<file path="src/rtl/rr_grant_pkg.sv">
// Shared types and sizing for the rr_grant_sel round-robin arbiter.
package rr_grant_pkg;

  localparam int unsigned N_REQ      = 8;
  localparam int unsigned IDX_W      = $clog2(N_REQ);
  localparam int unsigned LOCK_CNT_W = 8;

  typedef enum logic [1:0] {IDLE, OFFER, HOLD} rr_state_e;

  typedef logic [IDX_W-1:0]      idx_t;
  typedef logic [N_REQ-1:0]      req_t;
  typedef logic [LOCK_CNT_W-1:0] lock_cnt_t;

endpackage

</file>
<file path="src/rtl/rr_grant_sel_if.sv">
// Request/grant bundle between requesters, the arbiter and the grant consumer.
// RR_GRANT_MASK_EN adds the req_mask input.
interface rr_grant_sel_if;
  import rr_grant_pkg::*;

  req_t req;
  logic gnt_ready;
  logic lock;
  idx_t gnt_idx;
  logic gnt_valid;
  logic gnt_locked;
  logic lock_timeout;
`ifdef RR_GRANT_MASK_EN
  req_t req_mask;

  modport master (input req, req_mask, gnt_ready, lock,
                  output gnt_idx, gnt_valid, gnt_locked, lock_timeout);
  modport slave  (output req, req_mask, gnt_ready, lock,
                  input gnt_idx, gnt_valid, gnt_locked, lock_timeout);
`else
  modport master (input req, gnt_ready, lock,
                  output gnt_idx, gnt_valid, gnt_locked, lock_timeout);
  modport slave  (output req, gnt_ready, lock,
                  input gnt_idx, gnt_valid, gnt_locked, lock_timeout);
`endif

endinterface

</file>
<file path="src/rtl/rr_pick.sv">
// Wrap-around first-set finder: lowest set bit at or above ptr, wrapping 7 -> 0.
module rr_pick
  import rr_grant_pkg::*;
(
  input  req_t req,
  input  idx_t ptr,
  output idx_t winner,
  output logic any
);

  // Scan from farthest to nearest so the closest set bit to ptr overwrites last.
  always_comb begin
    winner = '0;
    any    = |req;
    for (int i = int'(N_REQ) - 1; i >= 0; i--) begin
      if (req[IDX_W'(ptr + IDX_W'(i))]) winner = IDX_W'(ptr + IDX_W'(i));
    end
  end

endmodule

</file>
<file path="src/rtl/rr_grant_sel.sv">
// Round-robin arbiter with valid/ready offer, optional lock/hold and lock watchdog.
// Optional build macro RR_GRANT_MASK_EN masks requesters during arbitration.
module rr_grant_sel
  import rr_grant_pkg::*;
#(
  parameter int unsigned MAX_LOCK = 16
) (
  input  logic           clk,
  input  logic           rst_n,
  rr_grant_sel_if.master bus
);

  localparam lock_cnt_t LOCK_LIMIT = LOCK_CNT_W'(MAX_LOCK);

  rr_state_e state_q, state_d;
  idx_t      ptr_q, ptr_d;
  lock_cnt_t lock_cnt_q, lock_cnt_d;
  idx_t      gnt_idx_q, gnt_idx_d;
  logic      gnt_valid_q, gnt_valid_d;
  logic      gnt_locked_q, gnt_locked_d;
  logic      lock_timeout_q, lock_timeout_d;

  req_t      eff_req;
  idx_t      winner;
  logic      any;

`ifdef RR_GRANT_MASK_EN
  assign eff_req = bus.req & ~bus.req_mask;
`else
  assign eff_req = bus.req;
`endif

  rr_pick u_pick (
    .req    (eff_req),
    .ptr    (ptr_q),
    .winner (winner),
    .any    (any)
  );

  always_ff @(posedge clk or negedge rst_n) begin
    if (!rst_n) begin
      state_q        <= IDLE;
      ptr_q          <= '0;
      lock_cnt_q     <= '0;
      gnt_idx_q      <= '0;
      gnt_valid_q    <= 1'b0;
      gnt_locked_q   <= 1'b0;
      lock_timeout_q <= 1'b0;
    end else begin
      state_q        <= state_d;
      ptr_q          <= ptr_d;
      lock_cnt_q     <= lock_cnt_d;
      gnt_idx_q      <= gnt_idx_d;
      gnt_valid_q    <= gnt_valid_d;
      gnt_locked_q   <= gnt_locked_d;
      lock_timeout_q <= lock_timeout_d;
    end
  end

  // Priority only rotates on accept; gnt_idx holds its last value outside OFFER/HOLD.
  always_comb begin
    state_d        = state_q;
    ptr_d          = ptr_q;
    lock_cnt_d     = lock_cnt_q;
    gnt_idx_d      = gnt_idx_q;
    gnt_valid_d    = gnt_valid_q;
    gnt_locked_d   = gnt_locked_q;
    lock_timeout_d = 1'b0;
    case (state_q)
      IDLE: begin
        if (any) begin
          gnt_idx_d   = winner;
          gnt_valid_d = 1'b1;
          state_d     = OFFER;
        end
      end
      OFFER: begin
        if (bus.gnt_ready) begin
          ptr_d       = IDX_W'(gnt_idx_q + IDX_W'(1));
          gnt_valid_d = 1'b0;
          if (bus.lock) begin
            state_d      = HOLD;
            gnt_locked_d = 1'b1;
            lock_cnt_d   = LOCK_CNT_W'(1);
          end else begin
            state_d = IDLE;
          end
        end
      end
      HOLD: begin
        if (lock_cnt_q != '1) lock_cnt_d = lock_cnt_q + LOCK_CNT_W'(1);
        if (!bus.lock) begin
          state_d      = IDLE;
          gnt_locked_d = 1'b0;
        end else if (lock_cnt_q == LOCK_LIMIT) begin
          state_d        = IDLE;
          gnt_locked_d   = 1'b0;
          lock_timeout_d = 1'b1;
        end
      end
      default: state_d = IDLE;
    endcase
  end

  assign bus.gnt_idx      = gnt_idx_q;
  assign bus.gnt_valid    = gnt_valid_q;
  assign bus.gnt_locked   = gnt_locked_q;
  assign bus.lock_timeout = lock_timeout_q;

  // Handshake inputs must be known whenever a grant is outstanding.
  a_no_x_busy: assert property (@(posedge clk) disable iff (!rst_n)
    (state_q != IDLE) |-> !$isunknown({bus.req, bus.gnt_ready}));

endmodule
</file>
<file path="src/flat_wrapper.sv">
// flat-port wrapper written by rule: the top's interface ports become plain ports
module rr_grant_sel_flat import rr_grant_pkg::*;
#(
  parameter int unsigned MAX_LOCK = 16
)
  (clk, rst_n, bus_req, bus_gnt_ready, bus_lock, bus_gnt_idx, bus_gnt_valid, bus_gnt_locked, bus_lock_timeout);
  rr_grant_sel_if bus_i ();
  input  logic clk;
  input  logic rst_n;
  input wire logic [$bits(bus_i.req)-1:0] bus_req;
  input wire logic [$bits(bus_i.gnt_ready)-1:0] bus_gnt_ready;
  input wire logic [$bits(bus_i.lock)-1:0] bus_lock;
  output wire logic [$bits(bus_i.gnt_idx)-1:0] bus_gnt_idx;
  output wire logic [$bits(bus_i.gnt_valid)-1:0] bus_gnt_valid;
  output wire logic [$bits(bus_i.gnt_locked)-1:0] bus_gnt_locked;
  output wire logic [$bits(bus_i.lock_timeout)-1:0] bus_lock_timeout;
  assign bus_i.req = bus_req;
  assign bus_i.gnt_ready = bus_gnt_ready;
  assign bus_i.lock = bus_lock;
  assign bus_gnt_idx = bus_i.gnt_idx;
  assign bus_gnt_valid = bus_i.gnt_valid;
  assign bus_gnt_locked = bus_i.gnt_locked;
  assign bus_lock_timeout = bus_i.lock_timeout;
  rr_grant_sel #(.MAX_LOCK(MAX_LOCK)) u_core (.clk(clk), .rst_n(rst_n), .bus(bus_i));
endmodule
</file>
<file path="config.mk">
export PLATFORM = sky130hd
export DESIGN_NAME = rr_grant_sel_flat
export DESIGN_NICKNAME = d
export VERILOG_FILES = /design/src/rtl/rr_grant_pkg.sv /design/src/rtl/rr_grant_sel_if.sv /design/src/rtl/rr_pick.sv /design/src/rtl/rr_grant_sel.sv /design/src/flat_wrapper.sv
export SDC_FILE = /design/constraint.sdc
export NUM_CORES = 1
export LEC_CHECK = 0
export CAP_MARGIN = 20
export CORE_MARGIN = 5
export CORE_UTILIZATION = 30
export CTS_CLUSTER_SIZE = 14
export DETAILED_ROUTE_END_ITERATION = 7
export PLACE_DENSITY_LB_ADDON = 0.2
export SYNTH_ARGS = -nofsm -noshare
export SYNTH_HDL_FRONTEND = slang
export SYNTH_SLANG_ARGS = --single-unit
</file>
<file path="constraint.sdc">
create_clock -name clk -period 3.15 [get_ports clk]
set_input_delay 0.315 -clock clk [delete_from_list [all_inputs] [get_ports clk]]
set_output_delay 0.315 -clock clk [all_outputs]
set_load 0.02 [all_outputs]
</file>
# [Word level (Yosys, flattened, before mapping)]
# Cells that the tools add are included.
[word_totals] out_inout_bits=6 word_cells=88 input_bits=12 ff_bits=19
[classes] n_eq_ne=9 magnitude_cmp=8 addsub=9 mux=45 n_reduce_logical=10
[op_table] op="3-bit by 4-bit less-than comparator with 1-bit output, second input constant" count=8
[op_table] op="1-bit binary-select mux with 3-bit select" count=8
[op_table] op="3-bit two-way mux" count=8
[op_table] op="8-bit two-way mux" count=3
[op_table] op="1-bit two-way mux" count=17
[op_table] op="8-bit case mux with 2 select lines" count=1
[op_table] op="3-bit adder, second input constant" count=4
[op_table] op="2-bit two-way mux" count=5
[op_table] op="8-bit by 1-bit adder with 8-bit output, second input constant" count=1
[op_table] op="8-bit by 5-bit equality test with 1-bit output, second input constant" count=1
[op_table] op="8-bit inequality test, second input constant" count=1
[op_table] op="4-bit AND reduction" count=2
[op_table] op="8-bit OR reduction" count=1
[op_table] op="3-bit by 1-bit adder with 3-bit output, second input constant" count=2
[op_table] op="3-bit by 2-bit adder with 3-bit output, second input constant" count=2
[op_table] op="2-bit case mux with 3 select lines" count=1
[op_table] op="3-bit AND reduction" count=2
[op_table] op="2-bit by 1-bit inequality test with 1-bit output, second input constant" count=2
[op_table] op="2-bit inequality test, second input constant" count=2
[op_table] op="1-bit case mux with 2 select lines" count=2
[op_table] op="2-bit AND reduction" count=2
[op_table] op="2-bit nonzero test" count=2
[op_table] op="3-bit by 2-bit inequality test with 1-bit output, second input constant" count=1
[op_table] op="2-bit by 1-bit equality test with 1-bit output, second input constant" count=1
[op_table] op="2 further kinds" count=2

# [Longest topological paths before layout]
# Gate-level depths: netlist of run 1.
[depth] word_depth=11 depth_mapped=12 mapped_depth_nobuf=8

# [Cells and area by module]
# Synthesis of run 1 repeated with hierarchy kept, for this count alone.
[hier_totals] hier_cells=173 hier_area_um2=1759.2
[modules_own_cells] mod="rr_grant_sel" seq_area_each_um2=475.5 cells_each=88 n_inst=1 area_per_inst_um2=967.2
[modules_own_cells] mod="rr_pick" seq_area_each_um2=0.0 cells_each=85 n_inst=1 area_per_inst_um2=792.0

# [Least setup slack after synthesis of run 1]
# No wires, ideal clock.
[synth_path] path_kind="flip-flop to flip-flop" startpoint="reg u_core.ptr_q[0]" endpoint="reg u_core.gnt_idx_q[1] (netlist: u_core.bus.gnt_idx[1])" t_arrival_ns=2.577 path_buffers=4 setup_slack_ns=0.454 path_stages_with_launch=12 setup_ns=0.120 required_time_ns=3.030 period_less_slack_ns=2.696 cell_sequence="dfrtp_1 > buf_6 > inv_1 > clkbuf_2 > ha_1 > buf_6 > buf_8 > mux2_1 > mux2_2 > mux2_4 > a22o_1 > a31o_1"
[synth_via] elab_chain_len=11 word_cells_on_any_way=31 cone_classes="7 x add/sub; 24 x mux"
[synth_rtl] element="start, declared" line="rr_grant_sel.sv:16" text="idx_t ptr_q, ptr_d;"
[synth_rtl] element="start signal, assigned" line="rr_grant_sel.sv:51" text="ptr_q <= ptr_d;"
[synth_rtl] element="3-bit adder" line="rr_pick.sv:16" text="if (req[IDX_W'(ptr + IDX_W'(i))]) winner = IDX_W'(ptr + IDX_W'(i));"
[synth_rtl] element="1-bit binary-select mux with 3-bit select" line="rr_pick.sv:16"
[synth_rtl] element="1-bit two-way mux (not written as such)" line="rr_pick.sv:16"
[synth_rtl] element="3-bit two-way mux (7 in a row)" line="rr_pick.sv:16"
[synth_rtl] element="3-bit two-way mux *" line="rr_pick.sv:16"
[synth_rtl] element="end signal, assigned" line="rr_grant_sel.sv:53" text="gnt_idx_q <= gnt_idx_d;"
[synth_rtl] element="end, declared" line="rr_grant_sel.sv:18" text="idx_t gnt_idx_q, gnt_idx_d;"
# Every way passes the cells marked *; elsewhere a longest branch is shown, timed or not. The select of a mux whose other input is x is not followed.
# A chain may end at the register's enable or synchronous reset.

# [Final worst setup path of run 1]
[layout_path] startpoint="reg u_core.ptr_q[1]" endpoint="reg u_core.gnt_idx_q[1] (netlist: u_core.bus.gnt_idx[1])"
# Same word-level chain as after synthesis.

==> qor.csv, run 1 <==
metric,value,unit
start_util,0.304,
critical_path_buf_inv_count,1,
slew_violations,0,
final_area,0.00229,mm²
ys_ff_latch,19,
hold_depth,2,
postSynthAreaPerCell,9.16,µm²
cpPeakStageDelay,650,ps
layout-drive-gt1-share,0.158,
gp_congestion,0.773,
fin_crit_sh,0.827,
clock_path_buffers,2,
sw_frac_of_total,0.478,
p_int,1.28,mW
seq_area_frac_synth,0.234,
cts_setup_buffers,0,
dr_total_vias,1684,
cap_violations,0,
grt_pass1_wl,8.60,mm
overflow,0,
routed_wl,4.98,mm
finalNetCount,255,
crit_arrival,2750,ps
die_h,92.3,µm
synthArstFlopShare,1.00,
dp_cells,310,
start_kind,flip-flop,
die_x,92.3,µm
syn_area,0.00203,mm²
stdcell_count,314,
clock-sinks,19,
drtAntennaViolNets,0,
fin_tns_setup,0,ps
cp_cell_sequence,inv_1 -> ha_1 -> mux2_2 -> mux2_2 -> mux2_4 -> a22o_1 -> a31o_1,
clockPowerShare,0.069,
path_depth,7,
cellPowerDensity,1070,mW/mm²
fmax,384,MHz
ioPinCount,18,
cp.required,3290,ps
grt_antenna_before_repair,0,
tritoncts,built,
die_area,0.00852,mm²
timing.critical_path.mode_cell,mux2_2,
status,"complete, no violations",
rsz0062_at_grt,no,
wire_per_inst,15.9,µm
total_power,2.44,mW
crit_family,multiplexers,
worstMarginPinSlew,888,ps
synthToLayoutAreaGrowth,12.4,%
cts.clk_slew.worst_paths,80,ps
rows,30,
slowest_stage,ha_1,
cp_max_fo,14,
syn_inst,222,
yosys_most_used_dff,dfrtp_1,
grt_pass1_vias,1722,
synth_edf_count,0,
clk_latency,250,ps
cts_max_level,1,
antennaDiodeCount,0,
grt_max_degree,21,
relSlewSlack,0.406,
p_sw,1.17,mW
numPortBuffers,17,
hold_path.class,reg -> reg,
clock-root-buffer,clkbuf_8,
p_seq_frac,0.177,
setup_viol,0,
power_frac_comb,0.753,
routed_via_density,5.36,
dr.pass1.iters,4,
coreArea,0.00668,mm²
gr-usage-all-layers,0.122,
vdd_drop_max,0.000394,V
synthDistinctLibCells,57,
drc_errors,0,
ys_warn_count,0,
fin_worst_skew,5.42,ps
whs,524,ps
finalCriticalPeriod,2610,ps
synth_nets,242,
end_kind,flip-flop,
numCtsBuffers,3,
critical_path_class,reg -> reg,
drtIter0Drc,125,
leakagePower,0.968,nW
r2r_cells,7,
ctsResizeCount,0,
cts_hold_buf,0,
hold_viol,0,
hpwl,3.69,mm
place_area,0.00224,mm²
-- worst reg2reg max path, cell delays in order (launching register included) --
cell and delay, ps:
dfrtp_1 340, inv_1 80, ha_1 650, mux2_2 410, mux2_2 280, mux2_4 300
a22o_1 240, a31o_1 200
-- power by group through the flow --
stage	combinational, mW	sequential (mW)	clock, mW
after floorplan	1.52	0.433	0
after global placement	1.85	0.441	0
after detailed placement	1.84	0.439	0
after CTS	1.85	0.434	0.178
after global routing	2.04	0.452	0.192
final	1.84	0.433	0.169
-- kinds of logic (layout without fill, tap and decap cells) --
group / Yosys count / count (layout) / synth area share
muxes: 38 / 38 / 0.254
and+or+nand+nor: 73 / 73 / 0.167
AOI/OAI and AO/OA: 49 / 49 / 0.170
DFF: 19 / 19 / 0.234
adders and majority gates: 8 / 8 / 0.0492
buffers and inverters: 24 / 36 / 0.0665
xor gates and xnor gates: 11 / 11 / 0.0603
-- path summary, 6_finish.rpt --
path	start	to	slack [ps]
max	u_core.ptr_q[1]$_DFFE_PN0P_	u_core.bus.gnt_idx[1]$_DFFE_PN0P_	540
min	u_core.bus.gnt_valid$_DFFE_PN0P_	u_core.bus.gnt_valid$_DFFE_PN0P_	520
max reg2reg	u_core.ptr_q[1]$_DFFE_PN0P_	u_core.bus.gnt_idx[1]$_DFFE_PN0P_	540
min reg2reg	u_core.bus.gnt_valid$_DFFE_PN0P_	u_core.bus.gnt_valid$_DFFE_PN0P_	520
max in group asynchronous	rst_n	u_core.lock_cnt_q[5]$_DFFE_PN0P_	2040
min in group asynchronous	rst_n	u_core.bus.gnt_idx[0]$_DFFE_PN0P_	560
-- registers in the layout, indices dropped and copies added, names as in the netlist --
signal / flops
u_core.bus.gnt_valid: 1
u_core.bus.gnt_idx: 3
u_core.lock_cnt_q: 8
u_core.ptr_q: 3
u_core.bus.gnt_locked: 1
u_core.bus.lock_timeout: 1
u_core.state_q: 2
-- layout make-up --
type | instances | area (µm²)
fill | 699 | 4400
multi-input combinational | 179 | 1420
sequential | 19 | 475
timing repair buffer | 21 | 200
tap | 80 | 100
clock buffer | 3 | 41.3
inverter | 11 | 41.3
clock inverter | 1 | 5.00
-- stage by stage --
stage | worst slack, ps | utilization
6_report | 544 | 0.342
5_1_grt | 314 | 0.342
4_1_cts | 524 | 0.342
3_5_place_dp | 535 | 0.335
3_3_place_gp | 567 | 0.335
2_1_floorplan | 454 | -
-- synth_stat cells, types with 2 or more instances --
cell,instances,share of area
mux2_2,13,0.072
and3_1,2,0.0062
mux4_1,2,0.026
clkbuf_1,4,0.0074
o21ai_1,2,0.0049
dfrtp_1,19,0.23
buf_6,4,0.022
mux2_4,2,0.015
o22ai_1,3,0.0092
mux4_2,6,0.066
nand3_1,8,0.020
a2bb2oi_1,2,0.0086
a211oi_1,2,0.0074
o21ai_0,7,0.017
nor4_1,2,0.0062
and4_1,2,0.0086
ha_1,8,0.049
mux2i_1,14,0.069
nor2_1,17,0.031
inv_1,11,0.020
a21oi_1,12,0.030
nand2_1,30,0.055
xor2_1,6,0.026
xnor2_1,3,0.013
a22o_1,3,0.013
buf_2,2,0.0049
nand4_1,4,0.012
a21o_1,3,0.011
-- layer usage --
layer	global-route usage	routed length, µm
met5	0	0
met4	0.0210	33
met3	0.0211	122
met2	0.197	2350
met1	0.174	2470
-- placed cells by master, fill, tap and decap left out, types with 4 or more instances in the layout --
master           synthesis  layout
dfrtp_1                 19      19
nand4_1                  4       4
mux2i_1                 14      14
nand2_1                 30      30
a21oi_1                 12      12
mux2_2                  13      13
nor2_1                  17      17
xor2_1                   6       6
mux4_2                   6       6
buf_4                    0       4
nand3_1                  8       8
inv_1                   11      11
o21ai_0                  7       7
ha_1                     8       8
clkdlybuf4s50_1          0      17
No activity file was read; power rests on OpenSTA's default activity.
==> run 2: changes to the inputs <==
- clock period: 3.15 -> 2.2 ns (I/O delays scaled with it)
==> run 2 against run 1 <==
The run now ends with negative setup slack left. Routed wire length grew 7.2%. Worst hold slack lost 240 ps. Sequential share of layout area decreased by 3.5 points. Highest routed layer unchanged.
==> qor.csv, run 2 (same netlist as run 1, synthesis figures left out) <==
metric,value,unit
ioPinCount,18,
clock-root-buffer,clkbuf_8,
rsz0062_at_grt,yes,
leakagePower,1.21,nW
clock-sinks,19,
layout-drive-gt1-share,0.344,
routed_via_density,5.05,
r2r-start,u_core.ptr_q[1]$_DFFE_PN0P_,
setup_viol,3,
numCtsBuffers,3,
dr.pass1.iters,4,
drtAntennaViolNets,0,
relSlewSlack,0.734,
gp_congestion,0.868,
multiInputGateArea,0.00148,mm²
cp_max_fo,8,
worstMarginPinSlew,396,ps
top_layer,met4,
layout_commonest_cell,buf_4,
dp_slack,-210,ps
routed_wl,5.34,mm
grt_pass1_wl,9.13,mm
total_power,4.34,mW
tritoncts,built,
largest_reg_flops,8,
regArea,475,µm²
critical_path_class,reg -> reg,
violations,negative setup slack,
die_area,0.00852,mm²
hold_path.class,in -> async,
hold_viol,0,
cellPowerDensity,1580,mW/mm²
dr_total_vias,1829,
coreArea,0.00668,mm²
fin_crit_sh,1.04,
antennaDiodeCount,0,
p_sw,1.88,mW
cts_max_level,1,
p_seq_frac,0.137,
route.met2.wl,2.59,mm
finalNetCount,303,
regMostFlops,u_core.lock_cnt_q,
overflow,0,
final_cell_mix,"buf_4, nand2_1, dfrtp_1",
slew_violations,0,
die_h,92.3,µm
end_kind,flip-flop,
final_util,0.410,
sw_frac_of_total,0.434,
start_util,0.304,
cp.required,2360,ps
final.fill_count,665,
fin_worst_skew,1.80,ps
cap_violations,0,
rows,30,
drc_errors,0,
p_int,2.45,mW
crit_path_start,u_core.ptr_q[1]$_DFFE_PN0P_,
drtIter0Drc,57,
drt-met1-wl,2.61,mm
fmax,437,MHz
dr_wl_met3,110,µm
synthToLayoutAreaGrowth,34.9,%
setup_slack,-86.9,ps
die_x,92.3,µm
finalCriticalPeriod,2290,ps
grt_pass1_vias,1875,
clock_path_buffers,2,
crit_arrival,2440,ps
hpwl,4.23,mm
grt_antenna_before_repair,0,
start_kind,flip-flop,
status,finished with violations,
gr-usage-all-layers,0.132,
grt_max_degree,20,
wire_per_inst,14.7,µm
clk_latency,260,ps
clockPowerShare,0.060,
power_frac_comb,0.804,
vdd_drop_max,0.000524,V
cts.clk_slew.worst_paths,80,ps
numPortBuffers,17,
## run 2: changes by cell type in the layout (fill, tap and decap cells not counted), sizes merged
cell,previous run,this run
buf,4,52
clkinv,1,0
clkinvlp,0,1
## run 2: repair_timing
action	in CTS	in global routing
cloned	0	0
setup buffers	2	0
hold buffers	0	0
pin swaps	2	0
endpoints found under the setup margin	3	3
gates resized for setup	7	4
## run 2: layer usage
layer  vias to the layer above  track usage
li1                        937            -
met1                       876        0.181
met2                        14        0.224
met3                         2       0.0203
met4                         0       0.0223
met5                         -            0
## run 2: cell type report
| cell class | count | share of cell area |
|---|---|---|
| multi-input cells | 179 | 0.540 |
| clock buffers | 3 | 0.0151 |
| flip-flops and latches | 19 | 0.173 |
| well taps | 80 | 0.0365 |
| repair buffers | 69 | 0.216 |
| inverters | 11 | 0.0160 |
| clock inverters | 1 | 0.00274 |
## run 2: path summary, 6_finish.rpt
path	end	slack, ps	cells past startpoint
max in group asynchronous	u_core.lock_cnt_q[4]$_DFFE_PN0P_	1700	2
hold reg to reg	u_core.bus.gnt_locked$_DFFE_PN0P_	520	2
min in group clk	u_core.bus.gnt_locked$_DFFE_PN0P_	520	2
setup / recovery	u_core.bus.gnt_idx[1]$_DFFE_PN0P_	-90	8
setup reg to reg	u_core.bus.gnt_idx[1]$_DFFE_PN0P_	-90	8
hold / removal	u_core.bus.gnt_idx[2]$_DFFE_PN0P_	290	2
## run 2: power groups by stage
stage                     registers, mW  logic (mW)  clock network, mW
after floorplan                   0.620        2.25                  0
after global placement            0.598        3.32                  0
after detailed placement          0.598        3.31                  0
after CTS                         0.594        3.46              0.270
after global routing              0.612        3.84              0.285
final                             0.594        3.49              0.259
## run 2: worst max-delay path, cell delays in order (launching register included)
cell,delay [ps]
dfrtp_1,420
inv_2,70
ha_4,340
buf_6,120
mux2_4,280
mux2_2,250
mux2_4,290
a22o_1,210
a31o_1,190
## run 2: per-stage QoR
step           cells  cell area [µm²]  hold slack, ps  setup TNS [ps]
2_1_floorplan    222             2070           -75.6            -829
6_report         362             2740             288            -185
4_1_cts          362             2730             296            -215
5_1_grt          362             2740             316            -507
3_3_place_gp     356             2630             514            -427
3_5_place_dp     356             2630             505            -496
